**src/rtl/ram_read_streamer_pkg.sv**
```systemverilog
`default_nettype none
// ============================================================================
// Module      : ram_read_streamer_pkg
// Description : Shared definitions for the RAM read streamer: FSM state
//               encodings, default output-buffer depth and the helper that
//               sizes occupancy counters.
// Revision    : 1.0 - initial release
// ============================================================================
package ram_read_streamer_pkg;

  typedef enum logic [1:0] {
    ST_IDLE  = 2'd0,
    ST_ISSUE = 2'd1,
    ST_DRAIN = 2'd2,
    ST_DONE  = 2'd3
  } state_t;

  localparam int DEFAULT_FIFO_DEPTH = 4;

  // Width of a counter that must hold every value 0..depth inclusive.
  function automatic int cnt_width(input int depth);
    return $clog2(depth) + 1;
  endfunction

endpackage
`default_nettype wire

```
**src/rtl/ram_stream_fifo.sv**
```systemverilog
`default_nettype none
// ============================================================================
// Module      : ram_stream_fifo
// Description : Synchronous FIFO buffering RAM read data for the output
//               stream. head_data always shows the oldest entry. When
//               RAM_READ_STREAMER_LAST_EN is defined each entry carries an
//               extra end-of-burst bit.
// Ports       : clk, rst_n          - clock, async active-low reset
//               push, push_data     - write one entry
//               push_last           - end-of-burst bit (LAST_EN only)
//               pop                 - discard head entry
//               head_data           - head entry data
//               head_last           - head end-of-burst bit (LAST_EN only)
//               count               - number of stored entries
// Revision    : 1.0 - initial release
// ============================================================================
module ram_stream_fifo
  import ram_read_streamer_pkg::*;
#(
  parameter int DATA_WIDTH = 12,
  parameter int FIFO_DEPTH = DEFAULT_FIFO_DEPTH
) (
  input  logic                        clk,
  input  logic                        rst_n,
  input  logic                        push,
  input  logic [DATA_WIDTH-1:0]       push_data,
`ifdef RAM_READ_STREAMER_LAST_EN
  input  logic                        push_last,
  output logic                        head_last,
`endif
  input  logic                        pop,
  output logic [DATA_WIDTH-1:0]       head_data,
  output logic [$clog2(FIFO_DEPTH):0] count
);

  localparam int AW = $clog2(FIFO_DEPTH);
  localparam int CW = AW + 1;

  logic [DATA_WIDTH-1:0] mem [FIFO_DEPTH];
  logic [AW-1:0]         wr_ptr;
  logic [AW-1:0]         rd_ptr;

  always_ff @(posedge clk or negedge rst_n) begin
    if (!rst_n) begin
      wr_ptr <= '0;
      rd_ptr <= '0;
      count  <= '0;
    end else begin
      if (push) wr_ptr <= wr_ptr + AW'(1);
      if (pop)  rd_ptr <= rd_ptr + AW'(1);
      // Simultaneous push and pop leaves occupancy unchanged.
      case ({push, pop})
        2'b10:   count <= count + CW'(1);
        2'b01:   count <= count - CW'(1);
        default: ;
      endcase
    end
  end

  // Storage needs no reset: count gates every read of it.
  always_ff @(posedge clk) begin
    if (push) mem[wr_ptr] <= push_data;
  end

  assign head_data = mem[rd_ptr];

`ifdef RAM_READ_STREAMER_LAST_EN
  logic last_mem [FIFO_DEPTH];

  always_ff @(posedge clk) begin
    if (push) last_mem[wr_ptr] <= push_last;
  end

  assign head_last = last_mem[rd_ptr];
`endif

endmodule
`default_nettype wire

```
**src/rtl/ram_read_streamer.sv**
```systemverilog
`default_nettype none
// ============================================================================
// Module      : ram_read_streamer
// Description : Issues a burst of consecutive reads to a registered-read RAM,
//               absorbs its one-cycle latency and streams the words out over
//               valid/ready through a small FIFO. Reads are only issued when
//               the FIFO has room for every read already in flight, so data
//               is never dropped under backpressure.
//               Optional macro RAM_READ_STREAMER_LAST_EN adds Last________o.
// Ports       : Clock_______i, Resetn______i    - clock, async active-low reset
//               Start_______i, Base_addr___i,
//               Length______i                   - burst request
//               Busy________o, Done________o    - burst status
//               Read_enable_o, Read_addr___o,
//               Ram_data____i                   - RAM read port
//               Data_valid__o, Data_ready__i,
//               Data________o, Last________o    - output stream
// Revision    : 1.0 - initial release
// ============================================================================
module ram_read_streamer
  import ram_read_streamer_pkg::*;
#(
  parameter int DATA_WIDTH = 12,
  parameter int ADDR_WIDTH = 12,
  parameter int FIFO_DEPTH = DEFAULT_FIFO_DEPTH
) (
  input  logic                  Clock_______i,
  input  logic                  Resetn______i,
  input  logic                  Start_______i,
  input  logic [ADDR_WIDTH-1:0] Base_addr___i,
  input  logic [ADDR_WIDTH:0]   Length______i,
  output logic                  Busy________o,
  output logic                  Done________o,
  output logic                  Read_enable_o,
  output logic [ADDR_WIDTH-1:0] Read_addr___o,
  input  logic [DATA_WIDTH-1:0] Ram_data____i,
  output logic                  Data_valid__o,
  input  logic                  Data_ready__i,
  output logic [DATA_WIDTH-1:0] Data________o
`ifdef RAM_READ_STREAMER_LAST_EN
  ,
  output logic                  Last________o
`endif
);

  localparam int                CW      = cnt_width(FIFO_DEPTH);
  localparam logic [ADDR_WIDTH:0] LEN_ONE = (ADDR_WIDTH + 1)'(1);

  state_t                  state;
  state_t                  state_next;
  logic [ADDR_WIDTH:0]     remaining;
  logic                    push_pending;   // RAM data arriving this cycle
  logic [CW-1:0]           fifo_count;
  logic [DATA_WIDTH-1:0]   head_data;
  logic [31:0]             committed;
  logic                    room;
  logic                    start_go;
  logic                    start_burst;
  logic                    issue;
  logic                    pop;
  logic                    drain_done;

  assign Data_valid__o = (fifo_count != '0);
  assign pop           = Data_valid__o & Data_ready__i;
  assign Data________o = Data_valid__o ? head_data : '0;

  // Entries stored plus reads whose data has not yet landed in the FIFO.
  assign committed   = 32'(fifo_count) + 32'(Read_enable_o) + 32'(push_pending);
  assign room        = committed < 32'(FIFO_DEPTH);
  assign start_go    = (state == ST_IDLE) && Start_______i;
  assign start_burst = start_go && (Length______i != '0);
  assign issue       = (state == ST_ISSUE) && (remaining != '0) && room;
  // Last word leaves in this cycle, or nothing is left anywhere.
  assign drain_done  = !Read_enable_o && !push_pending &&
                       ((fifo_count == '0) || ((fifo_count == CW'(1)) && pop));

  // ---------------- FSM: state register ----------------
  always_ff @(posedge Clock_______i or negedge Resetn______i) begin
    if (!Resetn______i) state <= ST_IDLE;
    else                state <= state_next;
  end

  // ---------------- FSM: next state ----------------
  always_comb begin
    state_next = state;
    case (state)
      ST_IDLE:  if (start_go) state_next = start_burst ? ST_ISSUE : ST_DONE;
      ST_ISSUE: if ((remaining == '0) || (issue && (remaining == LEN_ONE)))
                  state_next = ST_DRAIN;
      ST_DRAIN: if (drain_done) state_next = ST_DONE;
      ST_DONE:  state_next = ST_IDLE;
      default:  state_next = ST_IDLE;
    endcase
  end

  // ---------------- FSM: outputs ----------------
  always_comb begin
    Busy________o = 1'b0;
    Done________o = 1'b0;
    case (state)
      ST_ISSUE, ST_DRAIN: Busy________o = 1'b1;
      ST_DONE:            Done________o = 1'b1;
      default:            ;
    endcase
  end

  // ---------------- Read issue datapath ----------------
  // The first read is launched straight from IDLE so the RAM sees it in the
  // cycle right after Start.
  always_ff @(posedge Clock_______i or negedge Resetn______i) begin
    if (!Resetn______i) begin
      Read_enable_o <= 1'b0;
      Read_addr___o <= '0;
      remaining     <= '0;
      push_pending  <= 1'b0;
    end else begin
      Read_enable_o <= 1'b0;
      push_pending  <= Read_enable_o;
      if (start_burst) begin
        Read_enable_o <= 1'b1;
        Read_addr___o <= Base_addr___i;
        remaining     <= Length______i - LEN_ONE;
      end else if (issue) begin
        Read_enable_o <= 1'b1;
        Read_addr___o <= Read_addr___o + ADDR_WIDTH'(1);
        remaining     <= remaining - LEN_ONE;
      end
    end
  end

`ifdef RAM_READ_STREAMER_LAST_EN
  logic read_last;
  logic push_last;
  logic head_last;

  // End-of-burst flag travels alongside the read through the RAM latency.
  always_ff @(posedge Clock_______i or negedge Resetn______i) begin
    if (!Resetn______i) begin
      read_last <= 1'b0;
      push_last <= 1'b0;
    end else begin
      read_last <= 1'b0;
      push_last <= read_last;
      if (start_burst)  read_last <= (Length______i == LEN_ONE);
      else if (issue)   read_last <= (remaining == LEN_ONE);
    end
  end

  assign Last________o = Data_valid__o & head_last;
`endif

  ram_stream_fifo #(
    .DATA_WIDTH (DATA_WIDTH),
    .FIFO_DEPTH (FIFO_DEPTH)
  ) u_fifo (
    .clk       (Clock_______i),
    .rst_n     (Resetn______i),
    .push      (push_pending),
    .push_data (Ram_data____i),
`ifdef RAM_READ_STREAMER_LAST_EN
    .push_last (push_last),
    .head_last (head_last),
`endif
    .pop       (pop),
    .head_data (head_data),
    .count     (fifo_count)
  );

endmodule
`default_nettype wire
```
**config.mk**
```make
export PLATFORM = sky130hd
export DESIGN_NAME = ram_read_streamer
export DESIGN_NICKNAME = d
export VERILOG_FILES = /design/src/rtl/ram_read_streamer_pkg.sv /design/src/rtl/ram_stream_fifo.sv /design/src/rtl/ram_read_streamer.sv
export SDC_FILE = /design/constraint.sdc
export NUM_CORES = 1
export LEC_CHECK = 0
export CAP_MARGIN = 20
export CELL_PAD_IN_SITES_DETAIL_PLACEMENT = 1
export CELL_PAD_IN_SITES_GLOBAL_PLACEMENT = 1
export CORE_UTILIZATION = 28
export CTS_BUF_LIST = sky130_fd_sc_hd__clkbuf_4
export DETAILED_ROUTE_END_ITERATION = 6
export DONT_BUFFER_PORTS = 1
export PLACE_DENSITY = 0.48
export SETUP_SLACK_MARGIN = 0.3
export SKIP_LAST_GASP = 1
export SLEW_MARGIN = 30
export SYNTH_ARGS = -nofsm -noshare
export SYNTH_HDL_FRONTEND = slang
export SYNTH_SLANG_ARGS = --single-unit
export TNS_END_PERCENT = 100
```
**constraint.sdc**
```tcl
create_clock -name Clock_______i -period 2.6 [get_ports Clock_______i]
set_input_delay 0.26 -clock Clock_______i [delete_from_list [all_inputs] [get_ports Clock_______i]]
set_output_delay 0.26 -clock Clock_______i [all_outputs]
set_load 0.01 [all_outputs]
```
==> parameters.txt <==
Parameter                              Value

Logic synthesis
  Post-synthesis share of cell area spent on and, or, nand and nor gates ... 14.9%
  Xor and xnor fraction of the mapped netlist area ... 6.99%
  Share of the yosys chip area belonging to registers ... 55.0%
  Synth cell types ... between 40 and 50
  Multiplexer area fraction after synthesis ... 8.73%
  Mapped Nets ... 397
  Number of synthesized register bits ... 84
  Asr flop ratio synth ... a little over two fifths
  Largest cells by area after synthesis ... sky130_fd_sc_hd__edfxtp_1, sky130_fd_sc_hd__dfrtp_1, sky130_fd_sc_hd__mux4_2
  Synthesized-area fraction occupied by adder cells ... 5.88%
  Mean area per synthesized cell ... 12.7 um2
  Area share of the largest cell type after synthesis ... between 30% and 40%
  Top cell types by occurrence after synthesis ... sky130_fd_sc_hd__edfxtp_1, sky130_fd_sc_hd__dfrtp_1, sky130_fd_sc_hd__nand2_1
  Largest area contributor in the netlist ... sky130_fd_sc_hd__edfxtp_1
  Synthesized instance count ... between 300 and 400
  Combinational family with the most area after synthesis ... simple AND/OR/NAND/NOR gates
  Area fraction in compound gates after synthesis ... between 6 and 7%
  Most common flop cell mapped by yosys ... sky130_fd_sc_hd__edfxtp_1
  Number of enable flip-flop cells after synthesis ... 48
  Library cell with the highest instance count after synthesis ... sky130_fd_sc_hd__edfxtp_1
  Synthesized area ... 4260 um2
  Warnings from Yosys ... 0

STA
  Normalized max-slew margin ... around 52%
  Setup TNS ... 0 ns
  Post-layout min period ... 2.16 ns
  Hold Fails Final Rpt ... 0
  Share of the clock period used by the worst path ... 82.9%
  RSZ-0062 raised after global routing ... no
  Worst-margin pin slew ... 0.724 ns
  Setup-failing EPs final ... 0
  Maximum operating frequency ... ~460 MHz
  Final max-slew violation count ... 0
  Clock Skews ... roughly 0.018 ns

Worst setup path
  Worst-path maximum fanout ... 10
  Crit. Startpoint ... push_pending
  Launching point of the worst reg2reg path ... push_pending
  Required @ worst endpoint ... 2.95 ns
  Critical Path Sink ... state[1]
  Critical path endpoint category ... register
  Worst flop-to-flop path endpoint ... state[1]
  Crit path launch type ... register
  Number of cells traversed by the worst register-to-register path ... 6
  Data arrival time of the worst path ... 2.50 ns
  Register-to-register setup slack ... about 0.44 ns
  Critical path start-end classification ... register to register

Drt
  Detailed-route vias per instance ... ~4.8
  # DRC ... 0
  Detailed-route wire length per cell ... roughly 18 um
  Starting DRT DRC Count ... 97
  Total length of routed wires ... 10000 um
  Antenna Nets Post-Route ... 0
  Via count of the routed design ... 2736
  Detailed-routing iteration count for the pre-antenna-repair pass ... 6

Clocking
  Number of sinks on the clock net ... 84
  Root Buffer ... sky130_fd_sc_hd__clkbuf_4
  Number of post-CTS setup repair buffers ... 0
  CTS clock-pin slew for the worst setup and hold paths ... 0.15 ns
  CTS max path bufs ... 2
  Clock H-tree levels ... 3
  Insertion delay of the later-clocked pin in the worst-skew pair ... 0.44 ns
  Clock buffers created by TritonCTS ... 9
  TritonCTS clock tree ... done

Die
  Rows ... 44
  Die boundary width ... 125 um
  Floorplan die height ... between 100 and 150 um
  Total die area ... between 15000 and 20000 um2
  Core area ... about 15000 um2
  Initial core utilization ... 29.0%
  Number of top-level pins ... 69

Outcome
  Run status ... finished, final reports clean

Power
  Peak VDD IR ... between 0.0002 and 0.00025 V
  Total power per unit cell area ... 963 nW/um2
  Leakage dissipation ... 1.83 nW
  Tot Pwr ... between 4 and 5 mW

Min path
  Worst min-delay path category ... input pin to register

Cells and area
  Share of final-layout standard cells stronger than drive strength 1 ... 11.6%
  Area delta synth->final ... 16.9%
  Final Core Density ... 33.9%
  Net count of the finished layout ... 436

Global routing
  Largest net degree at the start of global routing ... 37
  Global-route usage over all layers ... 13.9%
  Number of global-route vias before repair ... 3014
  Wire length of the first global-routing pass ... 16600 um
  Global route total overflow ... 0
  Initial antenna violation count ... 1

Place
  Number of input and output port buffers inserted ... 0
  RD Place Congestion ... 0.734
  Half-perimeter wire length after detailed placement ... 6950 um

Flow run
  MaxCap Viol Count ... 0
## per-stage QoR
step	setup WS [ns]	instance area [um2]	hold WS [ns]	std cells
6_report	0.444	4980	0.0297	565
5_1_grt	0.349	4980	0.0174	565
4_1_cts	0.394	4970	0.000311	564
3_5_place_dp	0.447	4500	-0.0350	514
3_3_place_gp	0.496	4500	-0.0347	514
2_1_floorplan	0.666	4260	-0.0356	336
## where the power goes
| group | switching [mW] | internal (mW) |
|---|---|---|
| sequential | 0.471 | 1.79 |
| clock | 0.503 | 0.212 |
| combinational | 0.982 | 0.835 |
## critical path, stage by stage (launching register included)
cell	delay [ns]
sky130_fd_sc_hd__dfrtp_1	0.51
sky130_fd_sc_hd__ha_1	0.33
sky130_fd_sc_hd__a21o_1	0.19
sky130_fd_sc_hd__a21oi_1	0.20
sky130_fd_sc_hd__o2111ai_1	0.14
sky130_fd_sc_hd__a221o_1	0.36
sky130_fd_sc_hd__mux2_1	0.33
## state kept, by name, summed over array words and instances (netlist names)
register,flops
u_fifo.count,3
u_fifo.wr_ptr,2
Read_enable_o,1
u_fifo.rd_ptr,2
push_pending,1
u_fifo.mem,48
remaining,13
Read_addr___o,12
state,2
## cell type report
type	count	area, um2
Tap cell	184	230
Multi-Input combinational cell	228	1830
Antenna cell	1	2.50
Clock buffer	9	67.6
Timing Repair Buffer	41	403
Sequential cell	84	2340
Inverter	11	41.3
Fill cell	1560	9720
Clock inverter	7	57.6
## cell families (layout without fill, tap and decap cells)
kind of cell,after synthesis,count (layout)
multiplexers,22,22
buffers and inverters,24,68
adder cells (fa/ha/maj),20,20
flip-flops,84,84
other,0,1
AND/OR/NAND/NOR,110,110
AO/OA/AOI/OAI,42,42
XOR/XNOR,34,34
## timing repair
item | CTS | global route
hold buffers | 34 | 0
hold endpoints to repair | 104 | 0
endpoints found under the setup margin | 0 | 1
gates resized for setup | 0 | 1
## worst min path at each step
stage                           from           endpoint  slack (ns)  cells past startpoint
finish              Length______i[9]       remaining[9]        0.03                      2
global route        Length______i[9]       remaining[9]        0.02                      2
CTS                 Length______i[9]       remaining[9]      0.0003                      2
detailed placement     Resetn______i  Read_addr___o[11]       -0.03                      0
global placement       Resetn______i  Read_addr___o[11]       -0.03                      0
floorplan              Resetn______i   Read_addr___o[0]       -0.04                      0
## per-layer routing
metal / up-vias / global-route usage, % / part of all wire [%]
li1: 1315 / - / -
met3: 9 / 2.57 / 4.2
met5: - / 0 / 0
met4: 0 / 6.03 / 1.7
met1: 1362 / 18.7 / 47
met2: 50 / 21.9 / 47
## cells in the final DEF (no fill, tap or decap), types with 11 or more instances in the layout
cell                             n
sky130_fd_sc_hd__and2_1         18
sky130_fd_sc_hd__dfrtp_1        36
sky130_fd_sc_hd__dlygate4sd3_1  33
sky130_fd_sc_hd__edfxtp_1       48
sky130_fd_sc_hd__ha_1           20
sky130_fd_sc_hd__inv_1          11
sky130_fd_sc_hd__mux4_2         12
sky130_fd_sc_hd__nand2_1        26
sky130_fd_sc_hd__nor2_1         12
sky130_fd_sc_hd__o21ai_1        16
sky130_fd_sc_hd__xor2_1         24
Note: power is estimated with default switching activity, not from simulation.
